File: config.mk
export PLATFORM = sky130hd
export DESIGN_NAME = accumulator_12bit_stream
export DESIGN_NICKNAME = d
export VERILOG_FILES = /design/src/rtl/acc_pkg.sv /design/src/rtl/accumulator_12bit_stream_addsub.sv /design/src/rtl/accumulator_12bit_stream.sv
export SDC_FILE = /design/constraint.sdc
export NUM_CORES = 1
export LEC_CHECK = 0
export ABC_AREA = 1
export CORE_AREA = 2 2 86 88
export DETAILED_ROUTE_END_ITERATION = 8
export DIE_AREA = 0 0 88 90
export GPL_TIMING_DRIVEN = 0
export PLACE_DENSITY = 0.75
export SLEW_MARGIN = 20
export SYNTH_ARGS = -nofsm -noshare
export SYNTH_HDL_FRONTEND = slang
export SYNTH_SLANG_ARGS = --single-unit
File: constraint.sdc
create_clock -name clk -period 3.3 [get_ports clk]
set_input_delay 0.66 -clock clk [delete_from_list [all_inputs] [get_ports clk]]
set_output_delay 0.66 -clock clk [all_outputs]
set_load 0.005 [all_outputs]
File: src/rtl/acc_pkg.sv
// Shared types and defaults for the streaming signed accumulator.
// SAT_MAX/SAT_MIN are the clamp limits at the default accumulator width.
package acc_pkg;

  localparam int unsigned DEF_WIDTH   = 12;
  localparam int unsigned DEF_ACC_W   = 16;
  localparam int unsigned DEF_MAX_LEN = 16;

  localparam logic [DEF_ACC_W-1:0] SAT_MAX = {1'b0, {(DEF_ACC_W-1){1'b1}}};
  localparam logic [DEF_ACC_W-1:0] SAT_MIN = {1'b1, {(DEF_ACC_W-1){1'b0}}};

  typedef enum logic [1:0] {
    IDLE  = 2'd0,
    ACCUM = 2'd1,
    DONE  = 2'd2
  } acc_state_t;

endpackage

File: src/rtl/accumulator_12bit_stream_addsub.sv
// Combinational ACC_W-bit signed add/subtract with overflow detection.
// Define SATURATE_EN to clamp the sum on overflow instead of wrapping.
module addsub_ovf #(
  parameter int unsigned ACC_W = 16
) (
  input  logic [ACC_W-1:0] a,
  input  logic [ACC_W-1:0] b,
  input  logic             sub,
  output logic [ACC_W-1:0] sum,
  output logic             ovf
);

  // Two guard bits hold the exact result, including negation of the most negative value.
  localparam int unsigned WW = ACC_W + 2;
  localparam logic [ACC_W-1:0] MIN_VAL = {1'b1, {(ACC_W-1){1'b0}}};
`ifdef SATURATE_EN
  localparam logic [ACC_W-1:0] SAT_HI = {1'b0, {(ACC_W-1){1'b1}}};
`endif

  logic [WW-1:0] a_w;
  logic [WW-1:0] b_w;
  logic [WW-1:0] wide;
  logic          neg_ovf;
  logic          fit_ovf;

  always_comb begin
    a_w     = WW'($signed(a));
    b_w     = WW'($signed(b));
    wide    = sub ? (a_w + ~b_w + WW'(1)) : (a_w + b_w);
    neg_ovf = sub && (b == MIN_VAL);
    fit_ovf = (wide[WW-1:ACC_W-1] != '0) && (wide[WW-1:ACC_W-1] != '1);
    ovf     = neg_ovf | fit_ovf;
`ifdef SATURATE_EN
    if (fit_ovf) begin
      sum = wide[WW-1] ? MIN_VAL : SAT_HI;
    end else begin
      sum = wide[ACC_W-1:0];
    end
`else
    sum = wide[ACC_W-1:0];
`endif
  end

endmodule

File: src/rtl/accumulator_12bit_stream.sv
// Streaming signed accumulator: sums a packet of add/sub operands, one result per packet.
// Optional clamping on overflow via SATURATE_EN (handled in addsub_ovf).
module accumulator_12bit_stream
  import acc_pkg::*;
#(
  parameter int unsigned WIDTH   = DEF_WIDTH,
  parameter int unsigned ACC_W   = DEF_ACC_W,
  parameter int unsigned MAX_LEN = DEF_MAX_LEN,
  parameter int unsigned CNT_W   = $clog2(MAX_LEN + 1)
) (
  input  logic             clk,
  input  logic             rst,
  input  logic             in_valid,
  output logic             in_ready,
  input  logic [WIDTH-1:0] in_data,
  input  logic             in_sub,
  input  logic             in_last,
  output logic             out_valid,
  input  logic             out_ready,
  output logic [ACC_W-1:0] out_sum,
  output logic [CNT_W-1:0] out_count,
  output logic             out_ovf
);

  acc_state_t state_q, state_d;
  logic             in_ready_q, in_ready_d;
  logic             out_valid_q, out_valid_d;
  logic [ACC_W-1:0] acc_q;
  logic [CNT_W-1:0] cnt_q;
  logic             ovf_q;
  logic [ACC_W-1:0] out_sum_q;
  logic [CNT_W-1:0] out_count_q;
  logic             out_ovf_q;

  logic [ACC_W-1:0] opnd_c;
  logic [ACC_W-1:0] sum_c;
  logic             ovf_c;
  logic [CNT_W-1:0] cnt_inc_c;
  logic             accept_c;
  logic             closing_c;
  logic             release_c;

  assign opnd_c    = ACC_W'($signed(in_data));
  assign cnt_inc_c = cnt_q + CNT_W'(1);
  assign accept_c  = in_valid & in_ready_q;
  assign closing_c = accept_c & (in_last | (cnt_inc_c == CNT_W'(MAX_LEN)));
  assign release_c = out_valid_q & out_ready;

  addsub_ovf #(.ACC_W(ACC_W)) u_addsub (
    .a   (acc_q),
    .b   (opnd_c),
    .sub (in_sub),
    .sum (sum_c),
    .ovf (ovf_c)
  );

  // State register plus the handshake flags decoded from next state.
  always_ff @(posedge clk) begin
    if (rst) begin
      state_q     <= IDLE;
      in_ready_q  <= 1'b0;
      out_valid_q <= 1'b0;
    end else begin
      state_q     <= state_d;
      in_ready_q  <= in_ready_d;
      out_valid_q <= out_valid_d;
    end
  end

  always_comb begin
    state_d = state_q;
    case (state_q)
      IDLE:    state_d = ACCUM;
      ACCUM:   if (closing_c) state_d = DONE;
      DONE:    if (out_ready) state_d = ACCUM;
      default: state_d = IDLE;
    endcase
  end

  always_comb begin
    in_ready_d  = 1'b0;
    out_valid_d = 1'b0;
    if (state_d == ACCUM) in_ready_d = 1'b1;
    if (state_d == DONE)  out_valid_d = 1'b1;
  end

  // Running total clears only once the result has been taken downstream.
  always_ff @(posedge clk) begin
    if (rst) begin
      acc_q       <= '0;
      cnt_q       <= '0;
      ovf_q       <= 1'b0;
      out_sum_q   <= '0;
      out_count_q <= '0;
      out_ovf_q   <= 1'b0;
    end else begin
      if (accept_c) begin
        acc_q <= sum_c;
        cnt_q <= cnt_inc_c;
        ovf_q <= ovf_q | ovf_c;
      end else if (release_c) begin
        acc_q <= '0;
        cnt_q <= '0;
        ovf_q <= 1'b0;
      end
      if (closing_c) begin
        out_sum_q   <= sum_c;
        out_count_q <= cnt_inc_c;
        out_ovf_q   <= ovf_q | ovf_c;
      end
    end
  end

  assign in_ready  = in_ready_q;
  assign out_valid = out_valid_q;
  assign out_sum   = out_sum_q;
  assign out_count = out_count_q;
  assign out_ovf   = out_ovf_q;

endmodule

Word-level counts from Yosys, hierarchy flattened
Cells that the tools add are included.

Word-level logic and storage cells: 44. Register bits: 48.

$add $sub $neg: 4. Bitwise gates (word level): 7. Equal/unequal tests: 7. Reduce and logical (&&, ||, !) cells: 5. Multiplexer cells: 12.

Operators with widths (count): $mux W16 (2); $add A18 B1 Y18 const B (1); $add A18 B18 Y18 (1); $mux W18 (1); $not A18 Y18 (1); $add A16 B12 Y17 (1); $eq A16 B16 Y1 const B (1); $mux W5 (2); $pmux W2 S3 (1); $add A5 B1 Y5 const B (1); $eq A5 B5 Y1 const B (1); $eq A2 B1 Y1 const B (2); $eq A2 B2 Y1 const B (2); $mux W1 (4); $mux W2 (2); $and A1 B1 Y1 (3); $ne A3 B3 Y1 const B (1); $or A1 B1 Y1 (3); $reduce_bool A3 Y1 (1); $logic_and A1 B1 Y1 (2); $logic_not A2 Y1 (1); $reduce_bool A2 Y1 (1).

Logic depth before layout (Yosys ltp)
Gate-level depths: netlist (run 1).

Depth in word-level cells: 9. Depth in mapped cells: 18.

Hierarchy
From an unflattened synthesis (run 1), not the netlist that was laid out.

Cell total of the unflattened synthesis: 645. Area total of the unflattened synthesis: 3996.3 um2.

By module, submodules not included: addsub_ovf (times used 1, seq. area each 0.0 um2, area an instance 2132.0 um2, cells an instance 415); accumulator_12bit_stream (times used 1, seq. area each 960.9 um2, area an instance 1864.3 um2, cells an instance 230).

Least setup slack after synthesis (run 1)
Ideal clock, no wire load.

Kind: input to register. Start point: in in_data[0]. End point: reg acc_q[6]. Path buffers: 0. Data arrival time: 2.026 ns. Path slack: 1.141 ns. Stages: 12. Cell sequence: ha_1 > inv_1 > fa_1 > inv_1 > nand3_1 > nand2_1 > nand2_1 > nand2_1 > o21ai_0 > or2_2 > nand3_1 > a21oi_1.

Longest elaborated chain between the ends: 5. Elaborated cells between the ends (all ways): 6.

RTL lines: start: declaration (RTL line accumulator_12bit_stream.sv:15) `input logic [WIDTH-1:0] in_data,`; $not A18 Y18 (RTL line accumulator_12bit_stream_addsub.sv:29) `wide = sub ? (a_w + ~b_w + WW'(1)) : (a_w + b_w);`; $add A18 B18 Y18 (RTL line accumulator_12bit_stream_addsub.sv:29); $add A18 B1 Y18 (RTL line accumulator_12bit_stream_addsub.sv:29); $mux W18 * (RTL line accumulator_12bit_stream_addsub.sv:29); $mux W16 * (RTL line accumulator_12bit_stream.sv:97) `if (accept_c) begin`; end signal: assignment (RTL line accumulator_12bit_stream.sv:98) `acc_q <= sum_c;`; end: declaration (RTL line accumulator_12bit_stream.sv:28) `logic [ACC_W-1:0] acc_q;`.

Mark *: on every way between the ends. The rest lies on a longest branch, timed or not. A chain may end at the register's enable or synchronous reset.

Worst setup path after layout (run 1)
Start point: in in_data[11]. End point: reg out_ovf_q (netlist: out_ovf).

Longest elaborated chain between the ends: 8. Elaborated cells between the ends (all ways): 12.

RTL lines: $not A18 Y18 (RTL line accumulator_12bit_stream_addsub.sv:29); $add A18 B18 Y18 (RTL line accumulator_12bit_stream_addsub.sv:29); $add A18 B1 Y18 (RTL line accumulator_12bit_stream_addsub.sv:29); $mux W18 (RTL line accumulator_12bit_stream_addsub.sv:29); $ne A3 B3 Y1 or $reduce_bool A3 Y1 (tied branches) (RTL line accumulator_12bit_stream_addsub.sv:31) `fit_ovf = (wide[WW-1:ACC_W-1] != '0) && (wide[WW-1:ACC_W-1] != '1);`; $logic_and A1 B1 Y1 (RTL line accumulator_12bit_stream_addsub.sv:31); $or A1 B1 Y1 * (RTL line accumulator_12bit_stream_addsub.sv:32) `ovf = neg_ovf | fit_ovf;`; $or A1 B1 Y1 * (RTL line accumulator_12bit_stream.sv:109) `out_ovf_q <= ovf_q | ovf_c;`; end signal: assignment (RTL line accumulator_12bit_stream.sv:109); end: declaration (RTL line accumulator_12bit_stream.sv:33) `logic out_ovf_q;`.

Marked as above.

==> results, run 1 <==
- Yosys printed 0 warnings.
- During I/O placement, the number of pins put on the boundary was 42.
- Input and output buffers added on the ports amount to 40.
- By count the netlist is led by sky130_fd_sc_hd__nand2_1, sky130_fd_sc_hd__inv_1, sky130_fd_sc_hd__a21oi_1.
- For this block, the routed nets add up to 10200 um of wire.
- Based on the critical path, the design can be clocked at up to 352 MHz.
- The number of cells on the worst hold path is 2.
- After floorplanning, the core was sized to cover 0.00702 mm^2.
- Summed over all cells, the static leakage comes to 2.28 nW.
- The startpoint type of the worst setup path is an input pin.
- The routed design could run at a clock period as short as 2.84 ns.
- The number of distinct library cell variants in the gate-level netlist after synthesis is 34.
- Counting the buffers created by CTS gives 5.
- The origin of the worst min-delay path is out_count[2]$_SDFFE_PP0P_.
- The cts-stage hold buffer count is 0.
- The detailed-route DRC error count is 0.
- The worst register-to-register path ends at out_ovf$_SDFFE_PP0P_.
- sky130_fd_sc_hd__nand2_1 is the most common cell in the netlist.
- The switching portion of total power is 33.2%.
- The internal portion of the total power is 1.05 mW.
- The number of vias in the routed layout is 3859.
- At the worst endpoint, the required time is 3.51 ns.
- The headroom to the max-slew limit is 58.5%.
- The count of pins over their slew limit is 0.
- The maximum number of pins on one net before global-route repair is 15.
- CTS saw 48 sinks.
- Counting every net in the synthesized netlist gives 662.
- The post-CTS setup-driven buffer insertion count is 0.
- The cell count after synthesis came out at 608.
- Across all setup checks in the final design, the least slack found is 0.458 ns.
- The async set or reset register ratio after synthesis is 0%.
- The via density per instance is 5.11.
- In this run the vertical extent of the chip is 90 um.
- The initial antenna violation count came to 0.
- The total overflow left after global routing is 0.
- Summing all non-filler instances in the final layout gives an area of 0.00436 mm^2.
- The share of the synthesized area in the top cell type is 25.9%.
- The biggest fanout along the worst timing path is 8.
- In this run the critical register-to-register path is launched from acc_q[0]$_SDFFE_PP0P_.
- The most used flip-flop cell after synthesis is sky130_fd_sc_hd__dfxtp_1.
- The utilization after layout is 62.1%.
- The via count of the first global-routing pass is 3682.
- The total number of H-tree levels is 2.
- In this run, synthesis inferred 0 flip-flops with an integrated enable.
- The setup violation total in the final timing report is 0.
- The final layout contains 709 nets.
- The number of antenna diodes in the final layout is 0.
- Relative to the synthesized area, the layout overhead comes to 17.6%.
- The CTS tree is built.
- The post-cts gate resize count is 0.
- The area of the die is 0.00792 mm^2.
- From left edge to right edge, the die measures 88 um.
- The final worst-path cycle share is 86.1%.
- The part of the total power dissipated in combinational logic is 30.3%.
- The count of standard-cell rows is 31.
- The global placement routability congestion is 0.968.
- At the placement stage, the worst setup path has a slack of 0.144 ns.
- The placed cell area is 0.00423 mm^2.
- For the worst flop-to-flop path, the logic depth is 15.
- The worst supply voltage drop on vdd is 0.303 mV.
- After synthesis, the cell types taking the most area are sky130_fd_sc_hd__dfxtp_1, sky130_fd_sc_hd__nand2_1, sky130_fd_sc_hd__ha_1.
- The type of the worst setup path is input pin to flop.
- The tool flagged a number of max-cap violations equal to 0.
- The summed negative setup slack over all endpoints is 0 ns.
- The first routing iteration left 259 violations.
- The cell area that synthesis handed to floorplanning was 0.00371 mm^2.
- Of the cells placed in the final design, the portion with a size suffix greater than 1 is 3.81%.
- Registers are responsible for 40.3% of the overall power.
- The analysis attributes to net switching a power of 524 uW.
- For this configuration, the core starts out at a cell density of 52.8%.
- In the final routed layout, each cell accounts on average for 13.5 um.
- The post-synthesis average cell area is 6.10 um^2.
- The clock root buffer is sky130_fd_sc_hd__clkbuf_8.
- The run finished with clean final reports.
- Setup slack on the worst reg-to-reg path comes out at 1.09 ns.
- Synthesis inferred 48 register bits.
- The clock skew after layout is 0.00485 ns.
- The first global-routing pass estimated 16800 um of wire.
- The cell type with the highest aggregate area in the netlist is sky130_fd_sc_hd__dfxtp_1.
- Once detail routing completed, the nets flagged for antenna violations numbered 0.
- The fraction of power consumed by the clock network is 29.4%.
- After synthesis, flip-flops and latches occupy 25.9% of the total area.
- The nature of the critical path endpoint is a flop.
- The class of the most critical hold timing path is flop to flop.
- The first detailed-routing pass ran for 5 iterations.
- The final hold violation count is 0.
- The data arrival time at the worst-slack endpoint is 3.05 ns.
- For the pin with the worst max-slew slack, the measured transition is 0.623 ns.
- The clock tree buffer depth is 2.
- The overall power after layout is 1.58 mW.
- Setup repair after global routing left no endpoint under its margin.
- The clock input transition at the sequential cells of the worst setup and hold paths is 0.09 ns.
- The wire-length estimate of the detail-placed layout is 8110 um.
- The combined global-route utilization of all metal layers is 26.5%.
- Clock latency on the worst-skew pair, taken at its later pin, is 0.30 ns.
- The power per cell area is 362 mW/mm^2.
- The capture endpoint of the worst hold path is out_count[2]$_SDFFE_PP0P_.
metal layers:
metal	vias to the layer above	track usage [%]	part of all wire, %
met5	-	0	0
met4	0	8.46	2.2
met3	25	4.50	5.5
met2	114	43.4	47
met1	1727	35.0	46
li1	1993	-	-
layout make-up:
class / count / area (um^2)
buffer: 18 / 97.6
timing repair buffer: 40 / 400
multi-input combinational: 449 / 2300
tap: 99 / 124
sequential: 48 / 961
inverter: 93 / 349
fill: 694 / 2660
clock inverter: 1 / 30.0
clock buffer: 7 / 96.3
state kept, by name, indices dropped and copies added, names as in the netlist:
register   count
ovf_q          1
out_ovf        1
out_count      5
acc_q         16
state_q        2
cnt_q          5
out_sum       16
out_valid      1
in_ready       1
cells by family after synthesis:
logic type | share of synthesized area (%)
AOI/OAI and AO/OA | 14.9
and+or+nand+nor | 33.4
adders and majority gates | 12.6
buffers and inverters | 12.1
xor gates and xnor gates | 1.18
DFF | 25.9
power by group through the flow:
stage | clock [mW] | sequential (mW) | combinational, mW
after floorplan | 0 | 0.645 | 0.316
after global placement | 0 | 0.648 | 0.460
after detailed placement | 0 | 0.649 | 0.469
after CTS | 0.474 | 0.636 | 0.472
after global routing | 0.500 | 0.641 | 0.538
final | 0.465 | 0.636 | 0.478
layout by cell type, fill, tap and decap left out, types with 4 or more instances in the layout:
master | Yosys | final
sky130_fd_sc_hd__o21bai_1 | 5 | 5
sky130_fd_sc_hd__clkbuf_8 | 0 | 7
sky130_fd_sc_hd__nand2_1 | 209 | 209
sky130_fd_sc_hd__dfxtp_1 | 48 | 48
sky130_fd_sc_hd__ha_1 | 34 | 34
sky130_fd_sc_hd__clkdlybuf4s50_1 | 0 | 40
sky130_fd_sc_hd__buf_2 | 4 | 4
sky130_fd_sc_hd__nor2_1 | 39 | 39
sky130_fd_sc_hd__inv_1 | 90 | 90
sky130_fd_sc_hd__clkbuf_1 | 8 | 8
sky130_fd_sc_hd__o21ai_0 | 29 | 29
sky130_fd_sc_hd__a21oi_1 | 59 | 59
sky130_fd_sc_hd__nand3_1 | 42 | 42
sky130_fd_sc_hd__xor2_1 | 4 | 4
how the worst max path moves through the flow:
stage	startpoint	to	slack, ns
final	in_data[11]	out_ovf$_SDFFE_PP0P_	0.46
after CTS	in_data[11]	out_ovf$_SDFFE_PP0P_	0.46
after global placement	in_data[11]	out_ovf$_SDFFE_PP0P_	0.18
after detailed placement	in_data[11]	out_ovf$_SDFFE_PP0P_	0.14
after floorplan	in_data[0]	acc_q[6]$_SDFFE_PP0P_	1.14
after global routing	in_data[11]	out_ovf$_SDFFE_PP0P_	0.24
per-stage QoR:
stage                     instances  hold WS, ns
final                           755        0.470
after CTS                       755        0.473
after floorplan                 608        0.444
after detailed placement        747        0.457
after global placement          747        0.452
after global routing            755        0.491
critical path, stage by stage:
cell and delay [ns]:
sky130_fd_sc_hd__clkdlybuf4s50_1 0.58, sky130_fd_sc_hd__inv_1 0.15, sky130_fd_sc_hd__ha_1 0.31, sky130_fd_sc_hd__clkbuf_2 0.18, sky130_fd_sc_hd__o21ai_0 0.32, sky130_fd_sc_hd__a21oi_1 0.11
sky130_fd_sc_hd__nand2_1 0.08, sky130_fd_sc_hd__inv_1 0.03, sky130_fd_sc_hd__nand2_1 0.08, sky130_fd_sc_hd__inv_1 0.04, sky130_fd_sc_hd__nand2_1 0.05, sky130_fd_sc_hd__nand3_1 0.12
sky130_fd_sc_hd__nand2_1 0.14, sky130_fd_sc_hd__nand3_1 0.07, sky130_fd_sc_hd__nand2_1 0.07, sky130_fd_sc_hd__inv_1 0.04
Power figures use the tool's default switching activity.
==> run 2, diff against run 1 <==
==> constraint.sdc (replaced) <==
create_clock -name clk -period 3.1 [get_ports clk]
set_input_delay 0.62 -clock clk [delete_from_list [all_inputs] [get_ports clk]]
set_output_delay 0.62 -clock clk [all_outputs]
set_load 0.02 [all_outputs]
==> results of run 2 <==
Same layout as run 1 (identical final DEF). Status: finished clean.
Main changes from that run: setup slack after placement 0.144 ns -> -0.0157 ns; setup slack after layout 0.458 ns -> 0.298 ns; register-to-register setup slack 1.09 ns -> 0.89 ns; total power 1.58 mW -> 1.70 mW; worst IR drop on VDD 0.303 mV -> 0.331 mV
==> run 3, diff against run 2 <==
--- a/config.mk
+++ b/config.mk
@@ -6,11 +6,11 @@
 export NUM_CORES = 1
 export LEC_CHECK = 0
 export ABC_AREA = 1
-export CORE_AREA = 2 2 86 88
+export CORE_AREA = 2 2 77 97
 export DETAILED_ROUTE_END_ITERATION = 8
-export DIE_AREA = 0 0 88 90
+export DIE_AREA = 0 0 79 99
 export GPL_TIMING_DRIVEN = 0
-export PLACE_DENSITY = 0.75
+export PLACE_DENSITY = 0.76
 export SLEW_MARGIN = 20
 export SYNTH_ARGS = -nofsm -noshare
 export SYNTH_HDL_FRONTEND = slang
==> constraint.sdc (replaced) <==
create_clock -name clk -period 3.4 [get_ports clk]
set_input_delay 0.68 -clock clk [delete_from_list [all_inputs] [get_ports clk]]
set_output_delay 0.68 -clock clk [all_outputs]
set_load 0.02 [all_outputs]
==> run 3 against run 2 <==
Cell count shrank 1.2%. Sequential share of layout area grew 0.22 points. Clock power shrank 28%. Combinational power shrank 9.7%. Critical path depth shrank 1. Clock skew shrank 0.00085 ns. Worst setup slack gained 0.14 ns. Design area shrank 1.0%. Non-clock buffer count is the same. Via count grew 3.2%. Sequential power shrank 8.6%. Die area shrank 1.3%. Critical path type unchanged.
==> results, run 3 (same netlist as run 1, synthesis figures left out) <==
- The part of the total power dissipated in combinational logic is 32.8%.
- Setup repair after global routing left no endpoint under its margin.
- The global-route wire length before repair is 17000 um (+1.6%).
- The combined global-route utilization of all metal layers was 27.1% (+0.60 points).
- The initial antenna violation count is 0 (unchanged).
- The worst setup path startpoint is in_data[11].
- By startpoint and endpoint, the worst setup path is classified as input pin to flop.
- The maximum number of pins on one net before global-route repair is 15 (unchanged).
- The clock tree buffer depth is 2 (unchanged).
- The worst setup path is captured at a flop.
- In this run the most critical hold path is launched from out_count[2]$_SDFFE_PP0P_.
- The iteration count of the initial detailed-routing pass was 5 (unchanged).
- The via density per instance came to 5.34 (+4.5%).
- The total leakage power is 2.26 nW (-0.88%).
- At the worst endpoint, the arrival time is 3.16 ns.
- The die boundary width is 79 um (-10%).
- The most common cell after layout, fill and taps aside is sky130_fd_sc_hd__nand2_1.
- The share of post-route cells with drive strength above 1 is 3.66% (-0.15 points).
- The clock root buffer is sky130_fd_sc_hd__clkbuf_8.
- The number of port buffers is 40 (unchanged).
- In this run switching power makes up 36.0% of total power.
- The cts-stage hold buffer count is 0 (unchanged).
- The remaining antenna violation count after routing is 0 (unchanged).
- The transition time at the pin with the least slew margin is 0.514 ns (-0.109 ns).
- The sequential share of power is 42.6%.
- The post-cts gate resize count is 0 (unchanged).
- TritonCTS built the clock tree.
- The floorplan core area is 0.00689 mm^2 (-1.8%).
- The detailed router's first-iteration violation count is 291 (+12%).
- In the layout the commonest cells are sky130_fd_sc_hd__nand2_1, sky130_fd_sc_hd__inv_1, sky130_fd_sc_hd__a21oi_1.
- The global placement routability congestion came to 0.959 (-0.89%).
- The startpoint identified for the worst register-to-register timing path is acc_q[4]$_SDFFE_PP0P_.
- The routed wire length is 10100 um (-1.2%).
- The area of the die is 0.00782 mm^2 (-1.3%).
- The number of vias in the routed layout is 3984 (+3.2%).
- The class of the most critical hold timing path is flop to flop.
- The headroom to the max-slew limit is 65.7% (+7.3 points).
- The detailed-route DRC error count is 0 (unchanged).
- The count of standard-cell rows is 34 (+9.7%).
- The summed negative setup slack over all endpoints was 0 ns (unchanged).
- The final hold violation count is 0 (unchanged).
- The total number of H-tree levels is 2 (unchanged).
- The final-stage net count came to 709 (unchanged).
- The insertion delay of the later-clocked pin in the worst-skew pair was 0.30 ns (about the same).
- The post-CTS setup-driven buffer insertion count is 0 (unchanged).
- The startpoint type of the worst setup path is an input pin.
- The number of top-level pins is 42 (unchanged).
- The detail-routed net length per standard cell came to 13.5 um (about the same).
- The antenna diode instance count is 0 (unchanged).
- The biggest fanout along the worst timing path is 8 (unchanged).
- The number of CTS-inserted buffers was 5 (unchanged).
- The required arrival time at the worst endpoint is 3.61 ns.
- The utilization after layout is 62.6% (+0.52 points).
- The worst hold margin is 0.476 ns (+0.00625 ns).
- Of the available clock period, the critical path in the final layout requires 87.0%.
- The flow ran to the end, and the final reports show no timing, DRC or antenna violations.
- The filler cell count in the final layout is 696 (+0.29%).
- The starting utilization of the core area is 53.8% (+0.99 points).
- The fraction of power consumed by the clock network is 24.6%.
- The area growth from synthesis to layout is 16.4%.
- The setup violation total in the final timing report is 0 (unchanged).
- The via count of the first global-routing pass is 3768 (+2.3%).
- The maximum achievable frequency is 338 MHz.
- The count of pins over their slew limit is 0 (unchanged).
- The number of sinks on the clock net came to 48 (unchanged).
- The detailed placement HPWL is 8030 um (-0.94%).
- The clock input transition at the sequential cells of the worst setup and hold paths is 0.09 ns (about the same).
- IR analysis of the VDD net gives a maximum drop of 0.300 mV.
- Dividing total power by cell area gives a power density of 337 mW/mm^2.
- The clock skew after layout is 0.00400 ns (-0.000851 ns).
- The internal power of the cells is 930 uW.
- The total of max-cap violations is 0 (unchanged).
- Summed over all nets, the switching power comes to 524 uW.
- The die outline height is 99 um (+10%).
- The clock period could shrink to 2.96 ns.
- The total congestion overflow after global routing came to 0 (unchanged).
[run 3: cell count changes in the layout (fill, tap and decap cells not counted)]
| cell | change |
|---|---|
| sky130_fd_sc_hd__clkinvlp_4 | +1 |
| sky130_fd_sc_hd__clkbuf_8 | -1 |
| sky130_fd_sc_hd__clkbuf_1 | +1 |
| sky130_fd_sc_hd__bufinv_16 | -1 |
[run 3: per-layer routing]
layer	GRT usage, %	up-vias	wire [um]
met4	9.68	0	261
met3	2.84	23	506
met1	32.6	1829	4170
met2	49.2	128	5160
met5	0	-	0
li1	-	2004	-
[run 3: through the flow]
step	setup slack, ns	total power, mW	area [um^2]	cells
6_report	0.442	1.45	4310	746
5_1_grt	0.254	1.54	4310	746
4_1_cts	0.516	1.45	4310	746
3_5_place_dp	0.196	1.10	4220	738
3_3_place_gp	0.224	1.09	4220	738
2_1_floorplan	1.22	0.949	3710	608
[run 3: area by class of cell]
type                            count  area (um^2)  share of cell area (%)
Tap cell                           90          113                    2.61
Clock inverter                      1         7.51                   0.174
Inverter                           93          349                    8.09
Sequential cell                    48          961                    22.3
Timing Repair Buffer               40          400                    9.28
Clock buffer                        7         86.3                    2.00
Multi-Input combinational cell    449         2300                    53.3
Buffer                             18         97.6                    2.26
[run 3: power groups by stage]
stage               registers (mW)  logic, mW  clock network (mW)
global route                 0.624      0.534               0.385
CTS                          0.619      0.471               0.365
detailed placement           0.632      0.468                   0
finish                       0.619      0.477               0.357
global placement             0.630      0.460                   0
floorplan                    0.643      0.306                   0
[run 3: worst max-delay path, stage by stage]
cell	delay, ns
sky130_fd_sc_hd__clkdlybuf4s50_1	0.59
sky130_fd_sc_hd__inv_1	0.15
sky130_fd_sc_hd__ha_1	0.31
sky130_fd_sc_hd__clkbuf_2	0.17
sky130_fd_sc_hd__nand2_1	0.16
sky130_fd_sc_hd__nor2_1	0.08
sky130_fd_sc_hd__and3_1	0.16
sky130_fd_sc_hd__a21oi_1	0.31
sky130_fd_sc_hd__nand2_1	0.10
sky130_fd_sc_hd__nand2_1	0.09
sky130_fd_sc_hd__nand2_1	0.06
sky130_fd_sc_hd__nand2_1	0.12
sky130_fd_sc_hd__nand3_1	0.08
sky130_fd_sc_hd__nand2_1	0.07
sky130_fd_sc_hd__inv_1	0.04
[run 3: worst paths after layout]
check	end	slack [ns]	depth (start not counted)
setup / recovery	out_ovf$_SDFFE_PP0P_	0.44	15
hold / removal	out_count[2]$_SDFFE_PP0P_	0.48	2
setup reg to reg	out_ovf$_SDFFE_PP0P_	1.19	14
hold reg to reg	out_count[2]$_SDFFE_PP0P_	0.48	2
